--- src/rtl/video_pkg.sv ---
// Shared definitions for the video pattern scheduler: colours, pattern codes, command ops, mode type.
// Pure declarations: no logic, no latency.
// No flow control of its own.
package video_pkg;

    // Colours packed as {B,G,R}, 8 bits per channel
    localparam logic [23:0] COL_WHITE   = 24'hFFFFFF;
    localparam logic [23:0] COL_YELLOW  = 24'h00FFFF;
    localparam logic [23:0] COL_CYAN    = 24'hFFFF00;
    localparam logic [23:0] COL_GREEN   = 24'h00FF00;
    localparam logic [23:0] COL_MAGENTA = 24'hFF00FF;
    localparam logic [23:0] COL_RED     = 24'h0000FF;
    localparam logic [23:0] COL_BLUE    = 24'hFF0000;
    localparam logic [23:0] COL_BLACK   = 24'h000000;

    localparam logic [2:0] PAT_BARS  = 3'd0;
    localparam logic [2:0] PAT_GRAD  = 3'd1;
    localparam logic [2:0] PAT_CHECK = 3'd2;
    localparam logic [2:0] PAT_RED   = 3'd3;
    localparam logic [2:0] PAT_GREEN = 3'd4;
    localparam logic [2:0] PAT_BLUE  = 3'd5;
    localparam logic [2:0] PAT_WHITE = 3'd6;
    localparam logic [2:0] PAT_BLACK = 3'd7;

    localparam logic [1:0] OP_AUTO = 2'd0;
    localparam logic [1:0] OP_HOLD = 2'd1;
    localparam logic [1:0] OP_STEP = 2'd2;
    localparam logic [1:0] OP_RSVD = 2'd3;

    typedef enum logic {
        MODE_AUTO = 1'b0,
        MODE_HOLD = 1'b1
    } mode_e;

    // Colour-bar lookup, left (0) to right (7)
    function automatic logic [23:0] bar_color(input logic [2:0] idx);
        logic [23:0] c;
        case (idx)
            3'd0:    c = COL_WHITE;
            3'd1:    c = COL_YELLOW;
            3'd2:    c = COL_CYAN;
            3'd3:    c = COL_GREEN;
            3'd4:    c = COL_MAGENTA;
            3'd5:    c = COL_RED;
            3'd6:    c = COL_BLUE;
            default: c = COL_BLACK;
        endcase
        return c;
    endfunction

endpackage

--- src/rtl/video_pattern_gen.sv ---
// Pixel colour generator: bar counter, pattern mux, blanking (+ optional border, VIDEO_SCHED_BORDER_EN).
// Latency: 1 cycle from hor_cnt/ver_cnt to color_data.
// No backpressure: one pixel per clock, always.
module video_pattern_gen
    import video_pkg::*;
#(
    parameter int H_ACTIVE = 1280,
    parameter int V_ACTIVE = 720
) (
    input  logic        clk,
    input  logic        rst_n,
    input  logic [11:0] hor_cnt,
    input  logic [11:0] ver_cnt,
    input  logic [2:0]  pattern,
    output logic [23:0] color_data
);

    localparam int BAR_W = H_ACTIVE / 8;
    localparam int PIX_W = (BAR_W > 1) ? $clog2(BAR_W) : 1;
    localparam logic [PIX_W-1:0] PIX_LAST = PIX_W'(BAR_W - 1);
    localparam logic [11:0] H_LIM = 12'(H_ACTIVE);
    localparam logic [11:0] V_LIM = 12'(V_ACTIVE);

    logic [2:0]       bar_q,   bar_d;
    logic [PIX_W-1:0] pix_q,   pix_d;
    logic [23:0]      color_q, color_d;

    // Bar index for the current pixel: restart at line start, step every BAR_W pixels, stop at 7
    always_comb begin
        bar_d = bar_q;
        pix_d = pix_q;
        if (hor_cnt == 12'd0) begin
            bar_d = 3'd0;
            pix_d = '0;
        end else if (pix_q == PIX_LAST) begin
            pix_d = '0;
            if (bar_q != 3'd7) begin
                bar_d = bar_q + 3'd1;
            end
        end else begin
            pix_d = pix_q + 1'b1;
        end
    end

    // Colour select; blanking outside the active area wins over everything
    always_comb begin
        color_d = COL_BLACK;
        case (pattern)
            PAT_BARS:  color_d = bar_color(bar_d);
            PAT_GRAD:  color_d = {3{hor_cnt[7:0]}};
            PAT_CHECK: color_d = (hor_cnt[5] ^ ver_cnt[5]) ? COL_WHITE : COL_BLACK;
            PAT_RED:   color_d = COL_RED;
            PAT_GREEN: color_d = COL_GREEN;
            PAT_BLUE:  color_d = COL_BLUE;
            PAT_WHITE: color_d = COL_WHITE;
            default:   color_d = COL_BLACK;
        endcase
`ifdef VIDEO_SCHED_BORDER_EN
        if (hor_cnt == 12'd0 || hor_cnt == H_LIM - 12'd1 ||
            ver_cnt == 12'd0 || ver_cnt == V_LIM - 12'd1) begin
            color_d = COL_WHITE;
        end
`endif
        if (hor_cnt >= H_LIM || ver_cnt >= V_LIM) begin
            color_d = COL_BLACK;
        end
    end

    // Bar tracking state and registered pixel output
    always_ff @(posedge clk or negedge rst_n) begin
        if (!rst_n) begin
            bar_q   <= 3'd0;
            pix_q   <= '0;
            color_q <= COL_BLACK;
        end else begin
            bar_q   <= bar_d;
            pix_q   <= pix_d;
            color_q <= color_d;
        end
    end

    assign color_data = color_q;

endmodule

--- src/rtl/video_pattern_scheduler.sv ---
// Test-pattern scheduler: AUTO/HOLD mode FSM, frame counter, command handshake, pattern generator.
// Latency: colour 1 cycle after counters; frame_start 1 cycle after (0,0); commands apply on frame_start.
// Backpressure: one-entry pending slot; O_cmd_ready low until the pending command is applied.
module video_pattern_scheduler
    import video_pkg::*;
#(
    parameter int H_ACTIVE           = 1280,
    parameter int V_ACTIVE           = 720,
    parameter int FRAMES_PER_PATTERN = 60
) (
    input  logic        I_clk,
    input  logic        I_rst_n,
    input  logic [11:0] I_hor_cnt,
    input  logic [11:0] I_ver_cnt,
    input  logic        I_cmd_valid,
    output logic        O_cmd_ready,
    input  logic [1:0]  I_cmd_op,
    input  logic [2:0]  I_cmd_arg,
    output logic [23:0] O_color_data,
    output logic [2:0]  O_pattern,
    output logic        O_frame_start,
    output logic        O_hold
);

    localparam logic [15:0] FC_LAST = 16'(FRAMES_PER_PATTERN - 1);

    mode_e       mode_q,     mode_d;
    logic [2:0]  pattern_q,  pattern_d;
    logic [15:0] fc_q,       fc_d;
    logic        pend_vld_q, pend_vld_d;
    logic [1:0]  pend_op_q,  pend_op_d;
    logic [2:0]  pend_arg_q, pend_arg_d;
    logic        zero_q,     zero_d;
    logic        fs_q,       fs_d;
    logic        cmd_apply;

    // Frame-start edge detect: pulse only on the first (0,0) sample of a run
    always_comb begin
        zero_d = (I_hor_cnt == 12'd0) && (I_ver_cnt == 12'd0);
        fs_d   = zero_d && !zero_q;
    end

    // Mode FSM, frame counter and pending slot; all changes land on frame_start only
    always_comb begin
        mode_d     = mode_q;
        pattern_d  = pattern_q;
        fc_d       = fc_q;
        pend_vld_d = pend_vld_q;
        pend_op_d  = pend_op_q;
        pend_arg_d = pend_arg_q;
        cmd_apply  = fs_q && pend_vld_q && (pend_op_q != OP_RSVD);

        if (I_cmd_valid && !pend_vld_q) begin
            pend_vld_d = 1'b1;
            pend_op_d  = I_cmd_op;
            pend_arg_d = I_cmd_arg;
        end

        // A reserved op is consumed here but leaves normal auto-advance untouched
        if (fs_q && pend_vld_q) begin
            pend_vld_d = 1'b0;
        end

        if (cmd_apply) begin
            // Command wins over a same-frame rollover
            case (pend_op_q)
                OP_AUTO: begin
                    mode_d = MODE_AUTO;
                    fc_d   = 16'd0;
                end
                OP_HOLD: begin
                    mode_d    = MODE_HOLD;
                    pattern_d = pend_arg_q;
                end
                OP_STEP: begin
                    pattern_d = pattern_q + 3'd1;
                    fc_d      = 16'd0;
                end
                default: ;
            endcase
        end else if (fs_q && mode_q == MODE_AUTO) begin
            if (fc_q == FC_LAST) begin
                pattern_d = pattern_q + 3'd1;
                fc_d      = 16'd0;
            end else begin
                fc_d = fc_q + 16'd1;
            end
        end
    end

    // Control state registers
    always_ff @(posedge I_clk or negedge I_rst_n) begin
        if (!I_rst_n) begin
            mode_q     <= MODE_AUTO;
            pattern_q  <= PAT_BARS;
            fc_q       <= 16'd0;
            pend_vld_q <= 1'b0;
            pend_op_q  <= OP_AUTO;
            pend_arg_q <= 3'd0;
            zero_q     <= 1'b0;
            fs_q       <= 1'b0;
        end else begin
            mode_q     <= mode_d;
            pattern_q  <= pattern_d;
            fc_q       <= fc_d;
            pend_vld_q <= pend_vld_d;
            pend_op_q  <= pend_op_d;
            pend_arg_q <= pend_arg_d;
            zero_q     <= zero_d;
            fs_q       <= fs_d;
        end
    end

    assign O_cmd_ready   = !pend_vld_q;
    assign O_frame_start = fs_q;
    assign O_pattern     = pattern_q;
    assign O_hold        = (mode_q == MODE_HOLD);

    video_pattern_gen #(
        .H_ACTIVE (H_ACTIVE),
        .V_ACTIVE (V_ACTIVE)
    ) u_gen (
        .clk        (I_clk),
        .rst_n      (I_rst_n),
        .hor_cnt    (I_hor_cnt),
        .ver_cnt    (I_ver_cnt),
        .pattern    (pattern_q),
        .color_data (O_color_data)
    );

endmodule

--- config.mk ---
export PLATFORM = sky130hd
export DESIGN_NAME = video_pattern_scheduler
export DESIGN_NICKNAME = d
export VERILOG_FILES = /design/src/rtl/video_pkg.sv /design/src/rtl/video_pattern_gen.sv /design/src/rtl/video_pattern_scheduler.sv
export SDC_FILE = /design/constraint.sdc
export NUM_CORES = 1
export LEC_CHECK = 0
export CORE_ASPECT_RATIO = 0.7
export CORE_MARGIN = 2
export CORE_UTILIZATION = 46
export CTS_BUF_LIST = sky130_fd_sc_hd__clkbuf_16
export DETAILED_ROUTE_END_ITERATION = 16
export PLACE_DENSITY = 0.75
export SLEW_MARGIN = 20
export SYNTH_ARGS = -nofsm -noshare
export SYNTH_HDL_FRONTEND = slang
export SYNTH_SLANG_ARGS = --single-unit
--- constraint.sdc ---
create_clock -name I_clk -period 2.56 [get_ports I_clk]
set_clock_uncertainty 0.2 [all_clocks]
set_input_delay 0.256 -clock I_clk [delete_from_list [all_inputs] [get_ports I_clk]]
set_output_delay 0.256 -clock I_clk [all_outputs]
set_load 0.005 [all_outputs]
== Word level (Yosys, flattened, before mapping) ==
Index checks and enable logic that the tools add are counted.
Storage, ports and cells
  logic and storage cells: 81
  bits of input ports: 32
  register bits: 63
  output and inout bits: 30
Cells by class
  mux-type cells: 20
  bitwise logic cells: 2
  eq/ne operators: 20
  $lt $le $gt $ge: 2
  add/subtract/negate cells: 4
  reductions and logical operators: 22
Operator list (number)
  case mux 24 bit (7 select lines): 2
  two-way mux 16 bit: 4
  two-way mux 24 bit: 2
  zero test 12 bit: 2
  equality test 3 bit, second input constant: 6
  two-way mux 3 bit: 6
  adder 16 x 1 -> 16 bit, second input constant: 1
  equality test 16 x 6 -> 1 bit, second input constant: 1
  two-way mux 8 bit: 2
  equality test 3 x 2 -> 1 bit, second input constant: 4
  >= comparator 12 x 10 -> 1 bit, second input constant: 1
  >= comparator 12 x 11 -> 1 bit, second input constant: 1
  adder 8 x 1 -> 8 bit, second input constant: 1
  equality test 8 bit, second input constant: 1
  nonzero test 2 bit: 4
  adder 3 x 1 -> 3 bit, second input constant: 2
  equality test 3 x 1 -> 1 bit, second input constant: 2
  logical AND 1 bit: 6
  zero test 3 bit: 2
  case mux 3 bit (2 select lines): 1
  inequality test 2 bit, second input constant: 2
  AND reduction 2 bit: 2
  inequality test 3 x 1 -> 1 bit, second input constant: 1
  inequality test 3 bit, second input constant: 1
  other kinds (11): 13

== Logic depth before layout (Yosys ltp) ==
  depth in word-level cells: 8
  gate-level depth with buffers: 8
  depth with buffers taken out: 7

== By module ==
From an unflattened synthesis, not the netlist that was laid out.
Unflattened totals
  cells, all modules: 302
  area total of the unflattened synthesis: 3145.5 um^2
By module, submodules not included
  video_pattern_gen: instances 1, seq. area each 875.8 um^2, cells an instance 151, area each 1659.1 um^2
  video_pattern_scheduler: instances 1, seq. area each 700.7 um^2, cells an instance 151, area each 1486.4 um^2

== Worst setup path after synthesis ==
No wires, ideal clock.
  kind: register -> register
  start: reg pattern_q[1] (netlist: O_pattern[1])
  end: reg u_gen.color_q[0] (netlist: u_gen.color_data[0])
  period minus slack after synthesis: 2.432 ns
  setup time: 0.152 ns
  path buffers: 2
  data arrival time: 2.080 ns
  cell stages (with the launch flop): 9
  required time: 2.208 ns
  slack: 0.128 ns
  cells stage by stage: dfrtp_1 -> inv_1 -> ha_1 -> clkbuf_1 -> or4_1 -> and4_1 -> clkbuf_1 -> o21ai_1 -> o211ai_1
Between the ends
  cells in the longest elaborated chain, start to end: 3
  elaborated cells between the ends (all ways): 9
  classes of those cells: eq/ne (6); mux (2); reduce/logical (1)
RTL lines
  start, declared: RTL line video_pattern_scheduler.sv:28  | logic [2:0] pattern_q, pattern_d;
  start signal, assigned: RTL line video_pattern_scheduler.sv:104  | pattern_q <= pattern_d;
  equality test 3 bit, or another cell as far along: RTL line video_pattern_gen.sv:48  | case (pattern)
  case mux 24 bit (7 select lines) (*): RTL line video_pattern_gen.sv:48
  two-way mux 24 bit (*): RTL line video_pattern_gen.sv:64  | if (hor_cnt >= H_LIM || ver_cnt >= V_LIM) begin
  net u_gen.color_d[0]: RTL line video_pattern_gen.sv:26  | logic [23:0] color_q, color_d;
  end signal, assigned: RTL line video_pattern_gen.sv:78  | color_q <= color_d;
  end, declared: RTL line video_pattern_gen.sv:26
Mark *: on every way through the listed nets, which the timed path passes. The rest lies on a longest branch.
A chain may end at the register's enable or synchronous reset.

== Worst setup path in the final report ==
  start: reg fc_q[10]
  end: reg fc_q[0]
Between the ends
  cells in the longest elaborated chain, start to end: 4
RTL lines
  start, declared: RTL line video_pattern_scheduler.sv:29  | logic [15:0] fc_q, fc_d;
  start signal, assigned: RTL line video_pattern_scheduler.sv:96  | fc_q <= 16'd0;
  start signal, assigned: RTL line video_pattern_scheduler.sv:105  | fc_q <= fc_d;
  equality test 16 x 6 -> 1 bit: RTL line video_pattern_scheduler.sv:82  | if (fc_q == FC_LAST) begin
  two-way mux 16 bit: RTL line video_pattern_scheduler.sv:82
  two-way mux 16 bit: RTL line video_pattern_scheduler.sv:81  | end else if (fs_q && mode_q == MODE_AUTO) begin
  two-way mux 16 bit: RTL line video_pattern_scheduler.sv:64  | if (cmd_apply) begin
No other way between the ends. The select of a mux whose other input is x is not followed.

==> flow_summary.yaml <==
cells_and_area:
  final_area_mm2: 0.00424
  n_antenna_cell: 0
  area_delta_synth_final_pct: 36.8
  final_nets: 429
  drive_above_1_share: 0.134
clock_network:
  cts_buffers: 9
  path_clk_slew_ns: 0.05
  clock_latency_ns: 0.33
  cts_tree: "done"
  postCtsSetupRepairBufs: 0
  cts.sinks: 63
  clk_path_buf_depth: 2
  h-tree-depth: 3
  cts_root_buf: "clkbuf_16"
critical_path:
  worstPathRequired_ns: 2.57
  crit_fanout: 14
  startpoint: "fc_q[10]"
  crit_end: "fc_q[0]"
  reg2reg_slack_ns: 0.17
  r2r-end: "fc_q[0]"
  r2r-start: "fc_q[10]"
  r2r_cells: 5
  criticalPathCategory: "reg2reg"
  arrival_ns: 2.40
  crit_path_end_kind: "flop"
  cp-start-kind: "flop"
power:
  p_total_uw: 2610
  power.leakage_uw: 0.00183
  max-vdd-ir-drop_mv: 0.395
  power_density_mw_per_mm2: 615
route:
  drt_iter0_markers: 207
  ant_nets: 0
  drt-total-wl_um: 8540
  avgViaCountPerCell: 5.82
  dr.pass1.iters: 5
  num_vias: 2830
  wl_per_cell_um: 17.6
  drc: 0
hold_path:
  hp-class: "reg2reg"
logic_synthesis:
  netlist.area_leader.share: 0.508
  synth_largest_area_cell: "dfrtp_1"
  ys_seq_elements: 63
  yosys.area_share.simple: 0.187
  synthArstFlopShare: 1.00
  ys_types: 48
  synth_top_family_by_area: "compound AO/OA/AOI/OAI gates"
  yosysWarnings: 0
  synth_flop_cell: "dfrtp_1"
  synth_fa_ha_area_frac: 0.0282
  synth-xor-area-share: 0.0198
  synth_area_leaders: "dfrtp_1, a21oi_1, nor2_1, ha_1, o21ai_0"
  ys_seq_area_frac: 0.508
  synth_compound_area_frac: 0.194
  synth_edf_count: 0
  synthMuxAreaShare: 0.0343
  syn_area_mm2: 0.00310
  syn_area_per_cell_um2: 10.0
  synth_nets: 348
  synthCells: 309
global_routing:
  overflow: 0
  track_usage: 0.247
  antenna_found_initial: 0
  grt_pass1_vias: 2712
  grt_pass1_wl_um: 13800
  grt_max_degree: 42
timing:
  slew_violations: 0
  post-route-period-util: 0.933
  setup_viol: 0
  slew_headroom: 0.531
  tns_ns: 0
  hold_ws_ns: 0.204
  fmax_mhz: 419
  worst_slew_pin_slew_ns: 0.699
  hold_violations: 0
  rsz0062_at_grt: "no"
  fin_crit_ns: 2.39
run_status:
  outcome: "completed"
placed_design:
  gp_congestion: 0.928
  place.detailed.hpwl_um: 6210
  portBuffers: 61
  dpl-instance-area_mm2: 0.00394
floorplanning:
  num_rows: 24
  die_w_um: 102
  core_mm2: 0.00637
  dieHeight_um: 72.7
  die-area_mm2: 0.00742
  start_util: 0.487
  ioPinCount: 62
job:
  maxCapViolCount: 0
per-stage QoR:
stage                     std cells  setup WS, ns  utilization
after global placement          469         0.154        0.618
after floorplan                 309         0.128            -
after detailed placement        469        0.0770        0.618
after global routing            486        0.0693        0.666
final                           486         0.171        0.666
after CTS                       486        0.0626        0.664
timing repair:
action                                  in CTS  in global routing
endpoints found under the setup margin       0                 17
hold buffers                                 1                  0
gates resized for setup                      0                  3
hold endpoints to repair                    22                  0
worst max-delay path: stages, from the launching register on:
cell and delay (ns):
dfrtp_1 0.37, or4_1 0.56, o41ai_2 0.45, nor2_2 0.21
buf_4 0.22, mux2_2 0.26
state kept, by name (all words and copies together) (netlist names):
signal and flops:
O_frame_start 1, u_gen.pix_q 8, fc_q 16, pend_vld_q 1, pend_arg_q 3, u_gen.bar_q 3
pend_op_q 2, zero_q 1, O_hold 1, O_pattern 3, u_gen.color_data 24
placed cells by master (no fill, tap or decap), types with 2 or more instances in the layout:
| cell type | n |
|---|---|
| dfrtp_1 | 63 |
| clkdlybuf4s50_1 | 60 |
| a21oi_1 | 27 |
| nor2_1 | 25 |
| buf_4 | 20 |
| o21ai_0 | 16 |
| nand2_1 | 13 |
| nand3_1 | 12 |
| inv_1 | 11 |
| o21a_1 | 10 |
| nor4_1 | 9 |
| nand4_1 | 9 |
| a31oi_1 | 9 |
| clkbuf_16 | 9 |
| o211ai_1 | 8 |
| nor2b_1 | 7 |
| ha_1 | 7 |
| xor2_1 | 6 |
| nor3_1 | 5 |
| or4_1 | 5 |
| mux2i_1 | 5 |
| or3_1 | 5 |
| mux2_2 | 5 |
| and4_1 | 4 |
| and2_1 | 3 |
| o2bb2ai_1 | 3 |
| a22o_1 | 3 |
| clkinv_2 | 3 |
| and3_1 | 2 |
| o21ai_2 | 2 |
| nand2b_1 | 2 |
| a21o_1 | 2 |
| and3_2 | 2 |
| a311oi_1 | 2 |
routing by layer:
layer  vias to the layer above  routed length [um]  GRT usage
met5                         -                   0          0
met4                         0                 171     0.0978
met3                        15                 631     0.0699
met2                       126                3910      0.362
met1                      1379                3830      0.350
li1                       1310                   -          -
synthesized netlist by cell type (2+ instances only):
master     count
dfrtp_1       63
a21oi_1       27
nor2_1        26
o21ai_0       16
nand2_1       13
nand3_1       12
o21a_1        10
a31oi_1        9
clkbuf_1       9
inv_1          9
nand4_1        9
nor4_1         9
o211ai_1       8
ha_1           7
nor2b_1        7
xor2_1         6
mux2_2         5
mux2i_1        5
nor3_1         5
or3_1          5
or4_1          5
and4_1         4
a22o_1         3
and2_1         3
buf_2          3
o2bb2ai_1      3
a21o_1         2
a311oi_1       2
and3_1         2
and3_2         2
nand2b_1       2
o21ai_1        2
final cells by class:
type                    count  area [um^2]
flip-flops and latches     63         1580
fillers                   515         2120
inverters                   9         33.8
well taps                  91          114
clock buffers               9          225
clock inverters             7         56.3
repair buffers             83          786
multi-input cells         224         1450
logic make-up (layout without fill, tap and decap cells):
kind of cell | after synthesis | in the layout
multiplexers | 10 | 10
XOR/XNOR | 7 | 7
flip-flops | 63 | 63
AO/OA/AOI/OAI | 92 | 92
buffers and inverters | 22 | 108
AND/OR/NAND/NOR | 108 | 108
adder cells (fa/ha/maj) | 7 | 7
power breakdown:
part	internal, uW	switching (uW)	total, uW
combinational	151	139	289
clock	736	425	1160
sequential	1070	84.6	1160
total	1960	649	2610
how the worst min path moves through the flow:
stage             from       endpoint  slack, ns  cells past startpoint
2_1_floorplan  I_rst_n  O_frame_start      -0.24                      0
3_3_place_gp   I_rst_n        fc_q[0]       0.07                      1
5_1_grt         zero_q  O_frame_start       0.22                      1
3_5_place_dp   I_rst_n        fc_q[3]       0.07                      1
4_1_cts         zero_q  O_frame_start       0.20                      1
6_report        zero_q  O_frame_start       0.20                      1
Note: power is estimated with default switching activity, not from simulation.
